<file path="config.mk">
export PLATFORM = sky130hd
export DESIGN_NAME = wb_arbiter
export DESIGN_NICKNAME = d
export VERILOG_FILES = /design/src/rtl/wb_arbiter_pkg.sv /design/src/rtl/wb_src_fifo.sv /design/src/rtl/wb_arbiter.sv
export SDC_FILE = /design/constraint.sdc
export NUM_CORES = 1
export LEC_CHECK = 0
export CAP_MARGIN = 20
export CORE_ASPECT_RATIO = 1.2
export CORE_MARGIN = 4
export CORE_UTILIZATION = 45
export DETAILED_ROUTE_END_ITERATION = 7
export GPL_TIMING_DRIVEN = 1
export MAX_ROUTING_LAYER = met4
export PLACE_DENSITY = 0.66
export SLEW_MARGIN = 10
export SYNTH_ARGS = -nofsm -noshare
export SYNTH_HDL_FRONTEND = slang
export SYNTH_SLANG_ARGS = --single-unit
export TNS_END_PERCENT = 100
</file>
<file path="constraint.sdc">
create_clock -name clk_in -period 5.1 [get_ports clk_in]
set_input_delay 1.53 -clock clk_in [delete_from_list [all_inputs] [get_ports clk_in]]
set_output_delay 1.53 -clock clk_in [all_outputs]
set_load 0.05 [all_outputs]
</file>
<file path="src/rtl/wb_arbiter_pkg.sv">
// -----------------------------------------------------------------------------
// wb_arbiter_pkg
//   Shared definitions for the ROB writeback arbiter:
//     - source indices (ALU, MEM, BR) and the number of sources
//     - per-source FIFO depth (fixed at 2)
//     - src_wrap_inc(): next source index, wrapping BR -> ALU
//   The writeback entry struct {rob_id, value} depends on the top-level width
//   parameters, so it is declared in wb_arbiter and handed to wb_src_fifo as a
//   type parameter.
// -----------------------------------------------------------------------------
package wb_arbiter_pkg;

    typedef logic [1:0] src_idx_t;

    localparam int       NUM_SRC    = 3;
    localparam int       FIFO_DEPTH = 2;

    localparam src_idx_t SRC_ALU = 2'd0;
    localparam src_idx_t SRC_MEM = 2'd1;
    localparam src_idx_t SRC_BR  = 2'd2;

    // Next source in round-robin order: ALU -> MEM -> BR -> ALU.
    function automatic src_idx_t src_wrap_inc(input src_idx_t s);
        return (s == SRC_BR) ? SRC_ALU : s + 2'd1;
    endfunction

endpackage

</file>
<file path="src/rtl/wb_src_fifo.sv">
// -----------------------------------------------------------------------------
// wb_src_fifo
//   Two-entry FIFO holding writeback entries for one result producer.
//   Slot 0 is always the oldest entry, so dout needs no read pointer.
//   The parent guarantees push only when not full and pop only when not empty;
//   a simultaneous push and pop both take effect and leave count unchanged.
//   flush empties the FIFO and overrides push/pop.
//
// Ports
//   clk_in   in   clock
//   rst_in   in   synchronous active-high reset
//   push     in   write din at the tail
//   pop      in   drop the head entry
//   flush    in   discard all entries
//   din      in   entry to write
//   count    out  number of valid entries (0..2)
//   dout     out  head (oldest) entry
//   empty    out  count == 0
//   full     out  count == 2
// -----------------------------------------------------------------------------
module wb_src_fifo
    import wb_arbiter_pkg::*;
#(
    parameter type entry_t = logic [35:0]
) (
    input  logic       clk_in,
    input  logic       rst_in,
    input  logic       push,
    input  logic       pop,
    input  logic       flush,
    input  entry_t     din,
    output logic [1:0] count,
    output entry_t     dout,
    output logic       empty,
    output logic       full
);

    entry_t     slot_q [FIFO_DEPTH];
    entry_t     slot_d [FIFO_DEPTH];
    logic [1:0] count_q;
    logic [1:0] count_d;

    always_comb begin
        slot_d  = slot_q;
        count_d = count_q;
        if (flush) begin
            count_d = 2'd0;
        end else begin
            case ({push, pop})
                2'b10: begin
                    // count_q is 0 or 1 here, so its LSB selects the free slot.
                    slot_d[count_q[0]] = din;
                    count_d            = count_q + 2'd1;
                end
                2'b01: begin
                    slot_d[0] = slot_q[1];
                    count_d   = count_q - 2'd1;
                end
                2'b11: begin
                    // Pop and push together: shift and append, count unchanged.
                    if (count_q == 2'd1) begin
                        slot_d[0] = din;
                    end else begin
                        slot_d[0] = slot_q[1];
                        slot_d[1] = din;
                    end
                end
                default: ;
            endcase
        end
    end

    always_ff @(posedge clk_in) begin
        if (rst_in) begin
            count_q <= 2'd0;
            for (int i = 0; i < FIFO_DEPTH; i++) begin
                slot_q[i] <= '0;
            end
        end else begin
            count_q <= count_d;
            for (int i = 0; i < FIFO_DEPTH; i++) begin
                slot_q[i] <= slot_d[i];
            end
        end
    end

    assign count = count_q;
    assign dout  = slot_q[0];
    assign empty = (count_q == 2'd0);
    assign full  = (count_q == 2'd2);

endmodule

</file>
<file path="src/rtl/wb_arbiter.sv">
// -----------------------------------------------------------------------------
// wb_arbiter
//   Shares the single ROB writeback port between the ALU, memory (LSB) and
//   branch result producers. Each producer pushes into its own 2-entry FIFO;
//   a registered arbiter drains at most one entry per cycle to the ROB.
//
//   Grant policy:
//     default                  round-robin from rr_ptr among non-empty FIFOs
//     WB_ARB_AGE_PRIO_EN set   smallest (rob_id - head_rob_id) mod ROB_SIZE
//                              among FIFO heads; rr_ptr tracked but unused
//
// Ports
//   clk_in, rst_in           clock, synchronous active-high reset
//   rdy_in                   global enable; all state holds when low
//   clear                    ROB mispredict flush (only when rdy_in=1)
//   head_rob_id              ROB head id (age-priority build only)
//   {alu,mem,br}_valid       result offered by the source
//   {alu,mem,br}_rob_id      result tag
//   {alu,mem,br}_value       result data
//   {alu,mem,br}_ready       push accepted (from registered count only)
//   wb_valid                 one-cycle writeback pulse
//   wb_rob_id, wb_value      written-back entry
// -----------------------------------------------------------------------------
module wb_arbiter
    import wb_arbiter_pkg::*;
#(
    parameter int ROB_WIDTH = 4,
    parameter int DATA_W    = 32
) (
    input  logic                 clk_in,
    input  logic                 rst_in,
    input  logic                 rdy_in,
    input  logic                 clear,
    input  logic [ROB_WIDTH-1:0] head_rob_id,
    input  logic                 alu_valid,
    input  logic [ROB_WIDTH-1:0] alu_rob_id,
    input  logic [DATA_W-1:0]    alu_value,
    output logic                 alu_ready,
    input  logic                 mem_valid,
    input  logic [ROB_WIDTH-1:0] mem_rob_id,
    input  logic [DATA_W-1:0]    mem_value,
    output logic                 mem_ready,
    input  logic                 br_valid,
    input  logic [ROB_WIDTH-1:0] br_rob_id,
    input  logic [DATA_W-1:0]    br_value,
    output logic                 br_ready,
    output logic                 wb_valid,
    output logic [ROB_WIDTH-1:0] wb_rob_id,
    output logic [DATA_W-1:0]    wb_value
);

    typedef struct packed {
        logic [ROB_WIDTH-1:0] rob_id;
        logic [DATA_W-1:0]    value;
    } wb_entry_t;

    logic [NUM_SRC-1:0] src_valid;
    logic [NUM_SRC-1:0] src_ready;
    logic [NUM_SRC-1:0] src_push;
    logic [NUM_SRC-1:0] src_pop;
    logic [NUM_SRC-1:0] src_empty;
    logic [NUM_SRC-1:0] src_full_unused;
    logic [1:0]         src_count [NUM_SRC];
    wb_entry_t          src_din   [NUM_SRC];
    wb_entry_t          src_dout  [NUM_SRC];

    logic               grant_valid;
    src_idx_t           grant_idx;

    src_idx_t           rr_q,       rr_d;
    logic               wb_valid_q, wb_valid_d;
    wb_entry_t          wb_entry_q, wb_entry_d;

    logic               fifo_flush;

    assign src_valid         = {br_valid, mem_valid, alu_valid};
    assign src_din[SRC_ALU]  = {alu_rob_id, alu_value};
    assign src_din[SRC_MEM]  = {mem_rob_id, mem_value};
    assign src_din[SRC_BR]   = {br_rob_id,  br_value};

    assign alu_ready = src_ready[SRC_ALU];
    assign mem_ready = src_ready[SRC_MEM];
    assign br_ready  = src_ready[SRC_BR];

    assign fifo_flush = rdy_in && clear;

    genvar gi;
    generate
        for (gi = 0; gi < NUM_SRC; gi++) begin : g_src
            // Ready looks only at the registered count; a same-cycle pop
            // does not open a slot early.
            assign src_ready[gi] = rdy_in && (src_count[gi] < 2'd2);
            assign src_push[gi]  = src_valid[gi] && src_ready[gi] && !clear;
            assign src_pop[gi]   = grant_valid && (grant_idx == src_idx_t'(gi));

            wb_src_fifo #(
                .entry_t (wb_entry_t)
            ) u_fifo (
                .clk_in (clk_in),
                .rst_in (rst_in),
                .push   (src_push[gi]),
                .pop    (src_pop[gi]),
                .flush  (fifo_flush),
                .din    (src_din[gi]),
                .count  (src_count[gi]),
                .dout   (src_dout[gi]),
                .empty  (src_empty[gi]),
                .full   (src_full_unused[gi])
            );
        end
    endgenerate

`ifdef WB_ARB_AGE_PRIO_EN
    // Age of each FIFO head relative to the ROB head; natural wrap in
    // ROB_WIDTH bits gives the modulo-ROB_SIZE distance.
    logic [ROB_WIDTH-1:0] src_age [NUM_SRC];

    generate
        for (gi = 0; gi < NUM_SRC; gi++) begin : g_age
            assign src_age[gi] = src_dout[gi].rob_id - head_rob_id;
        end
    endgenerate

    always_comb begin
        grant_valid = 1'b0;
        grant_idx   = SRC_ALU;
        if (rdy_in && !clear) begin
            for (int k = 0; k < NUM_SRC; k++) begin
                if (!src_empty[k] &&
                    (!grant_valid || (src_age[k] < src_age[grant_idx]))) begin
                    grant_valid = 1'b1;
                    grant_idx   = src_idx_t'(k);
                end
            end
        end
    end
`else
    logic [ROB_WIDTH-1:0] head_rob_id_unused;
    assign head_rob_id_unused = head_rob_id;

    // Candidate order starting at rr_q; scanning from the last candidate
    // backwards leaves the first non-empty one as the winner.
    src_idx_t cand [NUM_SRC];
    assign cand[0] = rr_q;
    assign cand[1] = src_wrap_inc(rr_q);
    assign cand[2] = src_wrap_inc(cand[1]);

    always_comb begin
        grant_valid = 1'b0;
        grant_idx   = SRC_ALU;
        if (rdy_in && !clear) begin
            for (int k = NUM_SRC - 1; k >= 0; k--) begin
                if (!src_empty[cand[k]]) begin
                    grant_valid = 1'b1;
                    grant_idx   = cand[k];
                end
            end
        end
    end
`endif

    always_comb begin
        rr_d       = rr_q;
        wb_valid_d = wb_valid_q;
        wb_entry_d = wb_entry_q;
        if (rdy_in) begin
            if (clear) begin
                // Flush: drop the pending pulse, keep last tag/value.
                rr_d       = SRC_ALU;
                wb_valid_d = 1'b0;
            end else if (grant_valid) begin
                rr_d       = src_wrap_inc(grant_idx);
                wb_valid_d = 1'b1;
                wb_entry_d = src_dout[grant_idx];
            end else begin
                wb_valid_d = 1'b0;
            end
        end
    end

    always_ff @(posedge clk_in) begin
        if (rst_in) begin
            rr_q       <= SRC_ALU;
            wb_valid_q <= 1'b0;
            wb_entry_q <= '0;
        end else begin
            rr_q       <= rr_d;
            wb_valid_q <= wb_valid_d;
            wb_entry_q <= wb_entry_d;
        end
    end

    assign wb_valid  = wb_valid_q;
    assign wb_rob_id = wb_entry_q.rob_id;
    assign wb_value  = wb_entry_q.value;

endmodule

</file>
==> impl_metrics.env <==
export IMPL_status="finished clean"
export IMPL_grt_max_degree=90
export IMPL_grt_pass1_wl_um=71240
export IMPL_internal_power_mw=3.789
export IMPL_synth_top_area_share_pct=38.01
export IMPL_hold_violations=0
export IMPL_combPwrFrac_pct=18.4
export IMPL_grt_usage_pct=26.70
export IMPL_post_synth_cell_area_avg_um2=7.825
export IMPL_cts_sinks=261
export IMPL_port_buffers=154
export IMPL_fin_ws_ns=0.7214
export IMPL_h_tree_depth=1
export IMPL_via_per_inst=6.263
export IMPL_fp_coreArea_mm2=0.02987
export IMPL_cp_arrival_ns=2.85
export IMPL_critPathCaptureType="primary output"
export IMPL_place_gp_congestion=0.8872
export IMPL_fp_row_count=69
export IMPL_final_max_slew_violation_count=0
export IMPL_hpwlAfterDp_um=28410
export IMPL_pwr_share_seq_pct=41.7
export IMPL_fin_nets=1925
export IMPL_synth_seq_cells=261
export IMPL_avgRoutedWirePerCell_um=20.79
export IMPL_synth_cells=1757
export IMPL_grt_pass1_vias=12600
export IMPL_use_met1_pct=36.10
export IMPL_synth_most_common_cell="nand2_1"
export IMPL_drv_cap=0
export IMPL_async_flop_share_pct=0
export IMPL_wirelength_um=45720
export IMPL_synth_cell_types=48
export IMPL_slew_headroom_pct=44.75
export IMPL_switchingPower_mw=1.564
export IMPL_syn_area_mm2=0.01375
export IMPL_cp_data_required_time_ns=3.57
export IMPL_r2r_setup_slack_ns=1.17
export IMPL_min_from="g_src[2].u_fifo.slot_q[11]"
export IMPL_first_pass_iters=5
export IMPL_fmax_mhz=228.4
export IMPL_worst_pin_slew_ns=0.8287
export IMPL_fin_setup_tns_ns=0
export IMPL_rr_worst_depth=13
export IMPL_drive_gt1_share_pct=7.518
export IMPL_antenna_cells=0
export IMPL_rsz0062_at_grt="false"
export IMPL_cts_root_buf="clkbuf_16"
export IMPL_ant_nets=0
export IMPL_period_needed_ns=4.379
export IMPL_ys_seq_area_share_pct=38.01
export IMPL_cts_hold_buf=0
export IMPL_fin_skew_ns=0.01085
export IMPL_reg2reg_to="g_src[1].u_fifo.slot_q[17]"
export IMPL_pin_count=159
export IMPL_postCtsSetupRepairBufs=0
export IMPL_area_growth_pct=18.48
export IMPL_hold_path_class="reg2reg"
export IMPL_drc=0
export IMPL_cp_max_fo=9
export IMPL_powerDensity_mw_per_mm2=328.6
export IMPL_synth_edf_count=0
export IMPL_grt_use_met2_pct=40.90
export IMPL_grt_use_met3_pct=3.581
export IMPL_clkPwrFrac_pct=39.9
export IMPL_crit_type="in2out"
export IMPL_fillCellCount=2890
export IMPL_power_leakage_nw=5.246
export IMPL_hold_end="g_src[2].u_fifo.slot_q[11]"
export IMPL_clkTransAtPathRegs_ns=0.06
export IMPL_cts_tree="yes"
export IMPL_dieHeight_um=199.5
export IMPL_ys_flop_type="dfxtp_1"
export IMPL_syn_nets=1894
export IMPL_timing_rr_start="g_src[2].u_fifo.count[0]"
export IMPL_die_x_um=167.6
export IMPL_clk_latency_ns=0.54
export IMPL_start_kind="input port"
export IMPL_initialDrtViolationCount=1629
export IMPL_yosysWarnings=0
export IMPL_num_vias=13770
export IMPL_busiest_layer="met2"
export IMPL_swShare_pct=29.22
export IMPL_overflow=0
export IMPL_holdPathStages=2
export IMPL_cts_repair_resized=0
export IMPL_die_area_mm2=0.03342
export IMPL_numCtsBuffers=28
export IMPL_fin_util_pct=54.53
export IMPL_antenna_found_initial=0
export IMPL_ir_worst_vdd_v=0.0002294
export IMPL_start_util_pct=46.02
export IMPL_finalSetupViolations=0
export IMPL_cts_buffer_depth=3
export IMPL_synth_area_leaders="dfxtp_1 (38%), nand2_1 (7.9%), a21oi_1 (5.5%), a311oi_1 (4.5%), nand3_1 (4.0%)"
export IMPL_dpl_worst_slack_ns=0.4174
export IMPL_yosysTopAreaCell="dfxtp_1"
export IMPL_finalCritPeriodShare_pct=85.86
export IMPL_ys_top_cells_by_count="nand2_1 (291), dfxtp_1 (261), a21oi_1 (151)"
==> power groups by stage <==
stage | sequential, mW | clock [mW] | combinational, mW
after floorplan | 2.27 | 0 | 0.637
after global placement | 2.27 | 0 | 0.953
after detailed placement | 2.27 | 0 | 0.974
after CTS | 2.23 | 2.16 | 0.978
after global routing | 2.24 | 2.25 | 1.07
final | 2.23 | 2.14 | 0.987
==> sequential cells by signal, summed over array words and instances, names as in the netlist <==
| register | cells |
|---|---|
| g_src.u_fifo.dout | 108 |
| g_src.u_fifo.count | 6 |
| wb_valid | 1 |
| g_src.u_fifo.slot_q | 108 |
| rr_q | 2 |
| wb_value | 32 |
| wb_rob_id | 4 |
==> area by class of cell <==
cell class | count | area, um^2 | area share, %
clock buffer | 42 | 874.6 | 5.369
timing repair buffer | 203 | 1978 | 12.14
clock inverter | 9 | 95.09 | 0.5838
multi-input combinational | 1244 | 7440 | 45.67
tap | 390 | 488.0 | 2.996
inverter | 50 | 187.7 | 1.152
sequential | 261 | 5226 | 32.08
==> worst max path at each step <==
stage / startpoint / to / slack (ns) / cells past startpoint
after CTS: rdy_in / alu_ready / 0.68 / 3
after global routing: rdy_in / alu_ready / 0.67 / 3
after global placement: rdy_in / g_src[1].u_fifo.slot_q[24] / 0.49 / 12
final: rdy_in / mem_ready / 0.72 / 3
after floorplan: clear / g_src[0].u_fifo.dout[20] / 0.93 / 14
after detailed placement: rdy_in / g_src[0].u_fifo.dout[0] / 0.42 / 11
==> worst max-delay path, cell delays in order <==
cell             delay (ns)
clkdlybuf4s50_1        0.73
nor2b_1                0.39
buf_12                 0.19
==> kinds of logic after synthesis <==
kind of cell | synth area share [%]
DFF | 38.01
adders and majority gates | 1.638
AOI/OAI and AO/OA | 33.63
and+or+nand+nor | 18.16
buffers and inverters | 8.191
xor gates and xnor gates | 0.3822
==> per-layer routing <==
layer	routed length (um)	vias up	part of all wire [%]
li1	-	6539	-
met1	19590	6601	43
met2	21040	553	46
met3	3247	80	7.1
met4	1838	0	4.0
met5	0	-	0
==> placed cells by master, fill, tap and decap left out, types with 3 or more instances in the layout <==
cell type / Yosys / routed
a2111oi_0: 61 / 61
a2111oi_2: 9 / 9
a211oi_1: 3 / 3
a21o_1: 71 / 71
a21oi_1: 151 / 151
a221oi_1: 38 / 38
a2bb2oi_1: 37 / 37
a311oi_1: 70 / 70
a31oi_1: 70 / 70
and2_1: 4 / 4
and3b_1: 3 / 3
buf_12: 0 / 6
buf_4: 4 / 46
clkbuf_1: 143 / 3
clkbuf_16: 0 / 29
clkbuf_8: 0 / 10
clkdlybuf4s50_1: 0 / 150
clkinv_2: 0 / 7
dfxtp_1: 261 / 260
ha_1: 18 / 18
inv_1: 45 / 45
inv_2: 5 / 5
nand2_1: 291 / 291
nand2b_1: 3 / 3
nand3_1: 110 / 110
nor2_1: 80 / 79
nor2b_1: 9 / 7
nor3_1: 72 / 72
o211ai_1: 69 / 69
o21a_1: 5 / 4
o21ai_0: 38 / 38
o21ai_2: 0 / 4
xnor2_1: 4 / 4
==> through the flow <==
stage          total power [mW]  hold WS (ns)  area [um^2]  instances
2_1_floorplan             2.911        0.4329        13750       1757
3_5_place_dp              3.248        0.4461        15320       2148
4_1_cts                   5.369        0.4544        16290       2199
6_report                  5.353        0.4528        16290       2199
5_1_grt                   5.559        0.4689        16290       2199
3_3_place_gp              3.225        0.4387        15320       2148
Note: power is estimated with default switching activity, not from simulation.
